[config.mk]
export PLATFORM = sky130hd
export DESIGN_NAME = memory_burst_ctrl
export DESIGN_NICKNAME = d
export VERILOG_FILES = /design/src/rtl/memory_burst_ctrl.sv
export SDC_FILE = /design/constraint.sdc
export NUM_CORES = 1
export LEC_CHECK = 0
export CORE_ASPECT_RATIO = 0.75
export CORE_MARGIN = 3
export CORE_UTILIZATION = 47
export DETAILED_ROUTE_END_ITERATION = 7
export GPL_TIMING_DRIVEN = 0
export MAX_ROUTING_LAYER = met4
export PLACE_DENSITY = 0.77
export SYNTH_ARGS = -nofsm -noshare
export SYNTH_HDL_FRONTEND = slang
export SYNTH_SLANG_ARGS = --single-unit
[constraint.sdc]
create_clock -name clk -period 5.4 [get_ports clk]
set_input_delay 1.08 -clock clk [delete_from_list [all_inputs] [get_ports clk]]
set_output_delay 1.08 -clock clk [all_outputs]
set_load 0.05 [all_outputs]
[src/rtl/memory_burst_ctrl.sv]
// memory_burst_ctrl
//   Burst access controller for an 8x8 synchronous memory. It accepts one
//   request at a time over a valid/ready handshake. Write bursts stream
//   beats straight into the memory. Read bursts issue addresses
//   back-to-back, and the returning words pass through a 2-entry skid
//   buffer so that downstream backpressure never drops a word.
//
// Ports
//   clk, reset          rising-edge clock, synchronous active-high reset
//   req_*               burst request (write flag, start address, beats-1)
//   wr_valid/ready/data write beat stream into the controller
//   rd_valid/ready/data read beat stream out of the controller
//   busy                high whenever a burst is in progress
//   mem_*               connection to the memory (registered read data)
module memory_burst_ctrl #(
    parameter int ADDR_W = 3,
    parameter int DATA_W = 8,
    parameter int LEN_W  = 3
) (
    input  logic              clk,
    input  logic              reset,
    input  logic              req_valid,
    output logic              req_ready,
    input  logic              req_write,
    input  logic [ADDR_W-1:0] req_addr,
    input  logic [LEN_W-1:0]  req_len,
    input  logic              wr_valid,
    output logic              wr_ready,
    input  logic [DATA_W-1:0] wr_data,
    output logic              rd_valid,
    input  logic              rd_ready,
    output logic [DATA_W-1:0] rd_data,
    output logic              busy,
    output logic [ADDR_W-1:0] mem_addr,
    output logic [DATA_W-1:0] mem_data_in,
    output logic              mem_write_enable,
    input  logic [DATA_W-1:0] mem_data_out
);

    typedef enum logic [1:0] {IDLE, WRITE, READ, DRAIN} state_t;

    state_t            state;
    logic [ADDR_W-1:0] cur_addr;
    logic [ADDR_W-1:0] addr_hold;
    logic [LEN_W-1:0]  len_q;
    logic [LEN_W-1:0]  beat_cnt;
    logic              inflight;
    logic [DATA_W-1:0] skid [2];
    logic              rd_ptr;
    logic              wr_ptr;
    logic [1:0]        count;

    logic              pop;
    logic              push;
    logic              issue;
    logic              last_beat;
    logic [2:0]        occupancy;

    // The memory returns data one cycle after an address is issued, so the
    // in-flight beat already has a reserved slot. We issue only when the
    // buffer plus that reserved slot, less any word leaving this cycle,
    // stays below two entries.
    assign pop       = (count != 2'd0) && rd_ready;
    assign push      = inflight;
    assign occupancy = 3'(count) + 3'(inflight);
    assign issue     = (state == READ) && (occupancy < (3'd2 + 3'(pop)));
    assign last_beat = (beat_cnt == len_q);

    assign req_ready = (state == IDLE);
    assign wr_ready  = (state == WRITE);
    assign busy      = (state != IDLE);
    assign rd_valid  = (count != 2'd0);
    assign rd_data   = skid[rd_ptr];

    // A write beat goes straight to the memory. Reset masks write enable so
    // that a beat presented during a reset cycle is never stored.
    assign mem_write_enable = (state == WRITE) && wr_valid && !reset;
    assign mem_data_in      = (state == WRITE) ? wr_data : '0;

    // The address bus follows cur_addr while streaming. Otherwise it holds
    // the last address it presented.
    assign mem_addr = ((state == WRITE) || issue) ? cur_addr : addr_hold;

    // Controller state, burst bookkeeping and skid buffer.
    always_ff @(posedge clk) begin
        if (reset) begin
            state     <= IDLE;
            cur_addr  <= '0;
            addr_hold <= '0;
            len_q     <= '0;
            beat_cnt  <= '0;
            inflight  <= 1'b0;
            skid[0]   <= '0;
            skid[1]   <= '0;
            rd_ptr    <= 1'b0;
            wr_ptr    <= 1'b0;
            count     <= 2'd0;
        end else begin
            addr_hold <= mem_addr;
            inflight  <= issue;

            if (push) begin
                skid[wr_ptr] <= mem_data_out;
                wr_ptr       <= ~wr_ptr;
            end
            if (pop) begin
                rd_ptr <= ~rd_ptr;
            end
            count <= count + 2'(push) - 2'(pop);

            case (state)
                IDLE: begin
                    if (req_valid) begin
                        cur_addr <= req_addr;
                        len_q    <= req_len;
                        beat_cnt <= '0;
                        state    <= req_write ? WRITE : READ;
                    end
                end
                WRITE: begin
                    if (wr_valid) begin
                        cur_addr <= cur_addr + ADDR_W'(1);
                        beat_cnt <= beat_cnt + LEN_W'(1);
                        if (last_beat) begin
                            state <= IDLE;
                        end
                    end
                end
                READ: begin
                    if (issue) begin
                        cur_addr <= cur_addr + ADDR_W'(1);
                        beat_cnt <= beat_cnt + LEN_W'(1);
                        if (last_beat) begin
                            state <= DRAIN;
                        end
                    end
                end
                DRAIN: begin
                    // Leave DRAIN once the final word has been handed downstream.
                    if (!inflight && ((count == 2'd0) || ((count == 2'd1) && pop))) begin
                        state <= IDLE;
                    end
                end
                default: state <= IDLE;
            endcase
        end
    end

endmodule

==> impl_metrics.ini, run 1 <==
[layout]
syn_to_final_growth_pct = 34.53
drive_gt1_share_pct = 13.62
design_area_um2 = 2530
layout_common_cells = clkdlybuf4s50_1 (50), and2_1 (25), dfxtp_1 (20)
fill_cells = 317
multi_input_area_um2 = 934.6
final_nets = 271
antennaDiodeCount = 0
regArea_um2 = 880.8
layout_commonest_cell = clkdlybuf4s50_1

[setup_path]
path_max_fanout = 5
regToRegStartpoint = inflight
cp_cell_sequence = clkdlybuf4s50_1 -> o21a_4 -> a21o_2 -> a21oi_4 -> mux2_2 -> clkdlybuf4s50_1
required_ps = 4320
reg2reg_depth = 7
cp_slowest_cell = clkdlybuf4s50_1
crit_family = buffers and inverters
worstSetupPathType = primary input to output port
worst-path-buf-inv = 2
worstPathArrival_ps = 3220
crit_path_end_kind = output port
rrSetupSlack_ps = 3320
timing.rr.end = cur_addr[0]
cp_slowest_stage_delay_ps = 710
path_common_cell = clkdlybuf4s50_1
crit_path_start_kind = primary input

[clock_tree]
cts_tree = built
htree_num_levels = 2
cts.sinks = 36
worstSkewPairLatency_ps = 290
post_cts_buffers = 0
root_buffer = clkbuf_8
cts_buffer_depth = 2
clk_pin_slew_ps = 70
cts_buffers = 5
cts_hold_buf = 0
cts_resized = 0

[floorplanning]
die_area_um2 = 4804
dieHeight_um = 60.78
rows = 19
io_pins = 52
core-area_um2 = 3756
start_util_pct = 50.07
die_x_um = 79.04

[global_routing]
gr-total-overflow = 0
first_global_vias = 1494
grt_max_degree = 12
antenna_found_initial = 0
grt_usage_pct = 18.35
grt_pass1_wl_um = 6582

[synth]
synth_area_per_cell_um2 = 10.62
synth.distinct_cells = 41
ys_warn_count = 0
synth_area_um2 = 1881
yosysSeqAreaShare_pct = 46.84
synthCells = 177
synth_enable_flop_cells = 16
synth_ff_type = dfxtp_1
synth-async-reset-ratio_pct = 0
syn-num-nets = 214
synth_area_leaders = edfxtp_1 (26%), dfxtp_1 (21%), and2_1 (8.3%)
ys_ff_latch = 36
synth.top_cell.area_share_pct = 25.55
synth_top_area_cell = edfxtp_1

[power_and_ir_drop]
power.share.sequential_pct = 29.4
swShare_pct = 44.55
p_comb_share_pct = 55.8
switching_power_mw = 0.5542
clkPwrFrac_pct = 14.8
p_int_mw = 0.6898
peakVddDrop_mv = 0.3215
powerDensity_nw_per_um2 = 491.7
post-layout-total-power_mw = 1.244
p_leak_nw = 0.9920

[detailed_routing]
antenna_left = 0
drc = 0
drt_iter0_markers = 86
vias_per_cell = 5.077
firstDrtPassIters = 5
drt_wl_total_um = 3987
wire_per_inst_um = 13.89
num_vias = 1457

[flow_run]
drv_cap = 0

[timing]
min_period_over_period_pct = 79.66
finalWorstSetupSlack_ps = 1098
drv_slew = 0
skew_ps = 6.948
worst_slew_pin_slew_ps = 841.1
relSlewSlack_pct = 43.80
finalHoldViolCount = 0
min_period_ps = 4302
rsz0062_at_grt = false
fmax_mhz = 232.5
finalSetupViolCount = 0
setup_tns_ps = 0

[placed_design]
pre_cts_ws_ps = 1093
dpl_cell_area_um2 = 2446
gp_congestion = 0.7756
io_buffers = 50
dp_hpwl_um = 3144

[hold_path]
worstHoldEndpoint = len_q[2]
hold_path_startpoint = len_q[2]
hp-class = register to register
hold-path-cell-count = 2

[status]
status = finished, final reports clean
power groups by stage:
| stage | clock network (mW) | logic (mW) | registers (mW) |
|---|---|---|---|
| floorplan | 0 | 0.517 | 0.361 |
| global placement | 0 | 0.680 | 0.367 |
| detailed placement | 0 | 0.697 | 0.371 |
| CTS | 0.187 | 0.700 | 0.365 |
| global route | 0.196 | 0.749 | 0.370 |
| finish | 0.184 | 0.694 | 0.365 |
metal layers:
metal	up-vias	GRT usage, %	wire, µm
li1	727	-	-
met1	685	20.24	1650
met2	38	32.61	2074
met3	7	5.193	223
met4	0	5.882	40
met5	-	-	0
worst min-delay path: stages, from the launching register on:
cell and delay (ps):
dfxtp_1 320, nand2_1 50, a21oi_1 50
layout make-up:
type                            count  share of cell area, %
Multi-Input combinational cell    126                  36.94
Timing Repair Buffer               50                  19.78
Tap cell                           52                  2.572
Clock inverter                      2                 0.4451
Buffer                              8                  1.533
Sequential cell                    36                  34.82
Clock buffer                        6                  2.868
Inverter                            7                  1.039
synth_stat cells (6+ instances only):
cell type / number
nand3_1: 6
dfxtp_1: 20
nand2_1: 9
inv_1: 7
mux2_2: 11
ha_1: 9
nor2_1: 9
nor2b_1: 6
and2_1: 25
clkbuf_1: 6
a21oi_1: 9
edfxtp_1: 16
state kept, by name (all words and copies together), names as in the netlist, named ones only:
| name | flops |
|---|---|
| count | 2 |
| state | 2 |
| inflight | 1 |
| cur_addr | 3 |
| wr_ptr | 1 |
| rd_ptr | 1 |
| len_q | 3 |
| beat_cnt | 3 |
| addr_hold | 3 |
| skid | 16 |
how the worst max path moves through the flow:
stage	startpoint	slack (ps)	end	cells after the start
after floorplan	reset	1700	mem_write_enable	3
after global placement	rd_ready	1110	mem_addr[2]	6
after detailed placement	rd_ready	1090	mem_addr[2]	6
after CTS	rd_ready	1090	mem_addr[2]	6
after global routing	rd_ready	1020	mem_addr[2]	6
final	rd_ready	1100	mem_addr[2]	6
logic make-up (layout without fill, tap and decap cells):
kind of cell             Yosys count  in the layout  synth area share (%)
adder cells (fa/ha/maj)            9              9                 5.988
flip-flops                        36             36                 46.84
XOR/XNOR                           6              6                 2.795
AND/OR/NAND/NOR                   67             67                 19.83
multiplexers                      13             13                 7.651
AO/OA/AOI/OAI                     31             31                 13.44
buffers and inverters             15             73                 3.460
through the flow:
stage,hold slack (ps),util [%],std cells
6_report,470.3,67.36,287
3_5_place_dp,464.5,65.12,279
4_1_cts,474.6,67.36,287
3_3_place_gp,460.7,65.12,279
5_1_grt,493.9,67.36,287
2_1_floorplan,447.8,-,177
(Power assumes the default switching activity.)
==> run 2: changes to the inputs <==
- clock period: 5.4 -> 4.3 ns (I/O delays scaled with it)
==> results of run 2 <==
Same layout as run 1 (identical final DEF). Status: finished, final reports clean.
Main changes from that run: setup slack after placement 1093 ps -> 432.9 ps; setup slack after layout 1098 ps -> 438.5 ps; register-to-register setup slack 3320 ps -> 2220 ps; total power 1.244 mW -> 1.562 mW; worst IR drop on VDD 0.3215 mV -> 0.4038 mV
==> run 3: changes to the inputs <==
- HOLD_SLACK_MARGIN: not set -> 0.03
==> results of run 3 <==
Same layout as run 1 (identical final DEF). Status: finished, final reports clean.
Main changes from that run: setup slack after placement 1093 ps -> 432.9 ps; setup slack after layout 1098 ps -> 438.5 ps; register-to-register setup slack 3320 ps -> 2220 ps; total power 1.244 mW -> 1.562 mW; worst IR drop on VDD 0.3215 mV -> 0.4038 mV
